<file path="src/rtl/crc_engine.sv">
// Serial CRC-5 / CRC-8 generate-and-check engine, one message bit per clk_2 cycle.
// Optional saturating error counter output enabled by defining CRC_ENGINE_ERR_CNT_EN.
module crc_engine #(
  parameter int pDATA_WIDTH = 60
) (
  input  logic                   clk_2,
  input  logic                   rst,
  input  logic                   in_valid,
  input  logic                   in_mode,
  input  logic                   in_crc,
  input  logic [pDATA_WIDTH-1:0] in_message,
  output logic                   busy,
  output logic                   out_valid,
  output logic [pDATA_WIDTH-1:0] out_message,
  output logic                   out_err
`ifdef CRC_ENGINE_ERR_CNT_EN
  ,
  output logic [7:0]             err_cnt
`endif
);

  localparam int W  = pDATA_WIDTH;
  localparam int CW = $clog2(W + 1);

  typedef enum logic [1:0] {IDLE, SHIFT, DONE} state_t;

  state_t          state;
  state_t          state_next;
  logic [W-1:0]    shift_reg;
  logic [W-1:0]    msg_reg;
  logic [W-1:0]    low_mask;
  logic [W-1:0]    load_word;
  logic            mode_reg;
  logic            crc_reg;
  logic [7:0]      rem;
  logic [7:0]      rem_next;
  logic [CW-1:0]   bit_cnt;
  logic            accept;
  logic            last_bit;

  assign accept   = (state == IDLE) && in_valid;
  assign last_bit = (bit_cnt == CW'(W - 1));

  // Generate mode clears the slot the CRC will later occupy before dividing.
  always_comb begin
    low_mask  = in_crc ? W'(8'hFF) : W'(5'h1F);
    load_word = in_mode ? in_message : (in_message & ~low_mask);
  end

  // One long-division step; CRC-5 keeps rem[7:5] at zero.
  always_comb begin
    rem_next = '0;
    if (crc_reg) begin
      rem_next = {rem[6:0], shift_reg[W-1]} ^ (rem[7] ? 8'h07 : 8'h00);
    end else begin
      rem_next = {3'b000, rem[3:0], shift_reg[W-1]} ^ (rem[4] ? 8'h05 : 8'h00);
    end
  end

  always_ff @(posedge clk_2 or posedge rst) begin
    if (rst) begin
      state <= IDLE;
    end else begin
      state <= state_next;
    end
  end

  always_comb begin
    state_next = state;
    case (state)
      IDLE:    if (in_valid) state_next = SHIFT;
      SHIFT:   if (last_bit) state_next = DONE;
      DONE:    state_next = IDLE;
      default: state_next = IDLE;
    endcase
  end

  always_comb begin
    busy = (state != IDLE);
  end

  always_ff @(posedge clk_2 or posedge rst) begin
    if (rst) begin
      shift_reg   <= '0;
      msg_reg     <= '0;
      mode_reg    <= 1'b0;
      crc_reg     <= 1'b0;
      rem         <= '0;
      bit_cnt     <= '0;
      out_valid   <= 1'b0;
      out_message <= '0;
      out_err     <= 1'b0;
    end else begin
      out_valid <= (state == DONE);
      if (accept) begin
        shift_reg <= load_word;
        msg_reg   <= load_word;
        mode_reg  <= in_mode;
        crc_reg   <= in_crc;
        rem       <= '0;
        bit_cnt   <= '0;
      end
      if (state == SHIFT) begin
        shift_reg <= {shift_reg[W-2:0], 1'b0};
        rem       <= rem_next;
        bit_cnt   <= bit_cnt + 1'b1;
      end
      // The masked low bits of msg_reg are zero, so OR-ing inserts the CRC.
      if (state == DONE) begin
        out_message <= mode_reg ? msg_reg : (msg_reg | W'(rem));
        out_err     <= mode_reg && (rem != 8'h00);
      end
    end
  end

`ifdef CRC_ENGINE_ERR_CNT_EN
  always_ff @(posedge clk_2 or posedge rst) begin
    if (rst) begin
      err_cnt <= '0;
    end else if ((state == DONE) && mode_reg && (rem != 8'h00) && (err_cnt != 8'hFF)) begin
      err_cnt <= err_cnt + 8'd1;
    end
  end
`endif

endmodule

</file>
<file path="config.mk">
export PLATFORM = sky130hd
export DESIGN_NAME = crc_engine
export DESIGN_NICKNAME = d
export VERILOG_FILES = /design/src/rtl/crc_engine.sv
export SDC_FILE = /design/constraint.sdc
export NUM_CORES = 1
export LEC_CHECK = 0
export CORE_UTILIZATION = 48
export DETAILED_ROUTE_END_ITERATION = 8
export GPL_ROUTABILITY_DRIVEN = 0
export PLACE_DENSITY_LB_ADDON = 0.1
export SYNTH_ARGS = -nofsm -noshare
export SYNTH_HDL_FRONTEND = slang
export SYNTH_SLANG_ARGS = --single-unit
</file>
<file path="constraint.sdc">
create_clock -name clk_2 -period 6.8 [get_ports clk_2]
set_clock_uncertainty 0.1 [all_clocks]
set_input_delay 1.36 -clock clk_2 [delete_from_list [all_inputs] [get_ports clk_2]]
set_output_delay 1.36 -clock clk_2 [all_outputs]
set_load 0.02 [all_outputs]
</file>
After elaboration in Yosys (flattened, before gate mapping)

Index checks and enable logic that the tools add are counted.

Output and inout port bits: 63
Logic and storage cells: 43
Input port bits: 65
Flip-flop bits (word level): 200

Equality and inequality tests: 5
Bitwise operators: 5
Muxes and demuxes: 15
Reduce and logical (&&, ||, !) cells: 7
Add/sub/neg operators: 1

Operator list:

| kind                | number |
|---|---|
| $mux 60             | 4 |
| $and 60x60->60      | 1 |
| $not 8->60          | 1 |
| $or 60x8->60        | 1 |
| $mux 8              | 4 |
| $mux 6              | 2 |
| $reduce_bool 8->1   | 1 |
| $xor 8x3->8         | 1 |
| $add 6x1->6 const B | 1 |
| $eq 6x6->1 const B  | 1 |
| $mux 3              | 2 |
| $xor 5x3->5         | 1 |
| $mux 2              | 2 |
| $ne 2x2->1 const B  | 2 |
| $pmux 2 s2          | 1 |
| $reduce_bool 2->1   | 2 |
| $eq 2x1->1 const B  | 1 |
| $eq 2x2->1 const B  | 1 |
| $logic_and 1x1->1   | 2 |
| $logic_not 2->1     | 1 |
| $reduce_and 2->1    | 1 |

Longest topological paths before layout

Depth after elaboration: 6
Depth in mapped cells: 7
Depth with buffers taken out: 4

Worst setup path after synthesis

OpenSTA, ideal clock, no wires.

Kind: register -> output
From: register state[0]
To: output busy
Stages on the path, launching flop included: 5
Setup slack: 4.169 ns
Data arrival time: 1.171 ns
Path buffers: 3
Required time: 5.340 ns
Path through: dfrtp_1 buf_2 buf_2 buf_1 or2_2

Longest elaborated chain between the ends: 1

Ends and longest elaborated chain:

| element                  | line | text |
|---|---|---|
| start: declaration       | 27   | `state_t state;` |
| start signal: assignment | 64   | `state <= state_next;` |
| $reduce_bool 2->1        | 79   | `busy = (state != IDLE);` |
| end: declaration         | 12   | `output logic busy,` |

No other way between the ends.

Worst setup path after layout

From: register state[1]
To: output busy

Same word-level chain as after synthesis.

==> results.md <==
* Number of clock sinks at 200
* Setup CP Type: flop to output pin
* Fill count at approximately 1400
* Worst r2r src: state[1]
* Core area at between 15000 and 20000 sq um
* Sequential fraction of the synthesis area at between 60% and 70%
* Crit-path max FO at between 60 and 70
* Pwr/cell area at between 300 and 400 nW/um^2
* Setup Fix Bufs, Post-CTS at 0
* Cells after DPL at roughly 1200
* Worst-path cell chain: or2_2, clkdlybuf4s50_1
* Via density at just over 5
* DP Worst Slack at around 2900 ps
* Setup Total Neg Slack at 0 ps
* Final Cycle Share at a little under three fifths
* Clock tree buffer depth at 2
* Root cell of the clock tree: clkbuf_16
* Synth unique cells at 33
* GRT Resource Usage Total at 21.1%
* Worst skew pair latency at around 430 ps
* TritonCTS clock tree: done
* Worst-margin pin slew at around 1200 ps
* Setup slack, reg-to-reg at just over 4000 ps
* Ports at 128
* Final ANT Viol Nets at 0
* TritonCTS Buffers at 17
* P&R area growth vs syn at 24.3%
* Flops & latches, synth at 200
* MaxCap Viol Count at 0
* Post-Layout Cell Count at 1186
* Antenna violations before repair at 0
* WP data arrival at roughly 2300 ps
* Reg clk slew, reported paths at about 70 ps
* Slew HR at 18.8%
* DR DRC count at 0
* Outcome: complete, no violations
* WP depth at 2
* Hold Vio Cnt, Final at 0
* Post-synth EDFFs at 0
* 1st-iter DRT viols at roughly 380
* Post-synth top flop: dfrtp_1
* Final net count at 1023
* Crit Reg-Reg Endpoint: shift_reg[5]
* WHS at around 370 ps
* Post-cts sizing count at 0
* Die area at around 17000 sq um
* Crit path max-delay family: flip-flops
* Largest net degree at the start of global routing at 176
* Starting density of the core at about half
* Overflow after GRT at 0
* Top post-synthesis cells by area: dfrtp_1 (62%), nand2_1 (20%), a22oi_1 (5.2%), o21ai_0 (4.4%), clkbuf_1 (1.4%)
* Routed vias at 6110
* Mean Syn Cell Area at 9.28 sq um
* H-tree depth at 4
* Die Height at 131 um
* Vias in the first global route at 5749
* CP Capture Type: output pin
* Fin crit period at about 3800 ps
* Routed WL per cell at 14.7 um
* Yosys top cell area share at between 60% and 70%
* Total power at roughly 3.5 mW
* HPWL Detailed at just over 10000 um
* Syn. warnings at 0
* 1st-pass router iterations at 5
* Peak VDD IR at about 0.00025 V
* Net Count, Synth at 929
* Final setup viols at 0
* Row count at 46
* Final setup margin at approximately 3000 ps
* WP buf/inv at 1
* Leak at between 4 and 5 nW
* Synth Cell Area at 8010 sq um
* Slowest CP cell: dfrtp_2
* Share of post-route cells with drive strength above 1 at roughly 4.9%
* Startpoint types: flop
* Worst hold path type: flop to flop
* Max frequency at 265 MHz
* RSZ-0062 raised after global routing: false
* Area leader, netlist: dfrtp_1
* I/O Buffers at approximately 130
* CP required at around 5300 ps
* Reg2reg path depth at 4
* Most common library cells after synthesis: nand2_1 (420), dfrtp_1 (200), o21ai_0 (71), a22oi_1 (56), clkbuf_1 (29)
* Critical Path Start: state[1]
* Width of the die at 131 um
* Slowest stage delay, CP at 1000 ps
* Hold-fix buffers, CTS at 0
* Final wirelength at 17400 um
* First-pass GRT wire length at 29400 um
* Post-Syn Instances at between 800 and 900
* Top-count cell post-synth: nand2_1
* Worst Setup EP: busy
* Final Max Slew Viols at 0
* Ys async rst share at between 90% and 100%
* Ant. Diodes at 0
## layer usage
metal  global-route usage [%]  vias to the layer above  part of all wire, %
met5                        0                        -                    0
met4                     6.54                        0                 0.93
met3                     3.82                       12                  4.0
met2                     33.2                      123                   47
met1                     29.9                     2980                   48
li1                         -                     2995                    -
## layout by cell type, fill, tap and decap left out, types with 2 or more instances in the layout
| cell | instances |
|---|---|
| or4_1 | 2 |
| o21ai_0 | 71 |
| nand3_1 | 20 |
| dfrtp_2 | 2 |
| nand2b_1 | 2 |
| clkbuf_16 | 17 |
| xor2_1 | 5 |
| clkdlybuf4s50_1 | 127 |
| nand2_1 | 420 |
| clkinvlp_4 | 6 |
| clkinv_2 | 3 |
| bufinv_16 | 2 |
| clkbuf_8 | 4 |
| buf_4 | 4 |
| a21oi_1 | 8 |
| dfrtp_1 | 198 |
| a22oi_1 | 56 |
## where the power goes
| part | switching [mW] | internal, mW |
|---|---|---|
| combinational | 0.396 | 0.307 |
| sequential | 0.215 | 1.55 |
| clock | 0.441 | 0.580 |
## through the flow
step | util (%) | instance area (sq um)
4_1_cts | 61.8 | 9960
3_5_place_dp | 58.1 | 9360
5_1_grt | 61.8 | 9960
2_1_floorplan | - | 8020
3_3_place_gp | 58.1 | 9360
6_report | 61.8 | 9960
## tightest hold or removal path: stages (launching register included)
cell	delay (ps)
dfrtp_1	340
nand2_1	50
nand2_1	50
## how the worst min path moves through the flow
stage | to | cells past startpoint | start
floorplan | out_message[10] | 2 | msg_reg[10]
detailed placement | out_message[42] | 2 | msg_reg[42]
global route | msg_reg[10] | 2 | msg_reg[10]
finish | out_message[37] | 2 | msg_reg[37]
CTS | out_message[42] | 2 | msg_reg[42]
global placement | out_message[47] | 2 | msg_reg[47]
## logic make-up after synthesis
family,after synthesis,share of synthesized area [%]
flops,200,62.5
compound gates,141,10.8
buf+inv,60,3.65
mux,1,0.125
fa+ha+maj,1,0.156
xor+xnor,5,0.547
simple gates,455,22.3
## area by class of cell
cell class              instances  area (sq um)  area share, %
multi-input cells             603          2750           27.6
well taps                     216           270           2.71
flip-flops and latches        200          5010           50.3
repair buffers                132          1320           13.3
clock buffers                  21           480           4.82
inverters                       3          15.0          0.151
clock inverters                11           121           1.22
No activity file was read; power rests on OpenSTA's default activity.
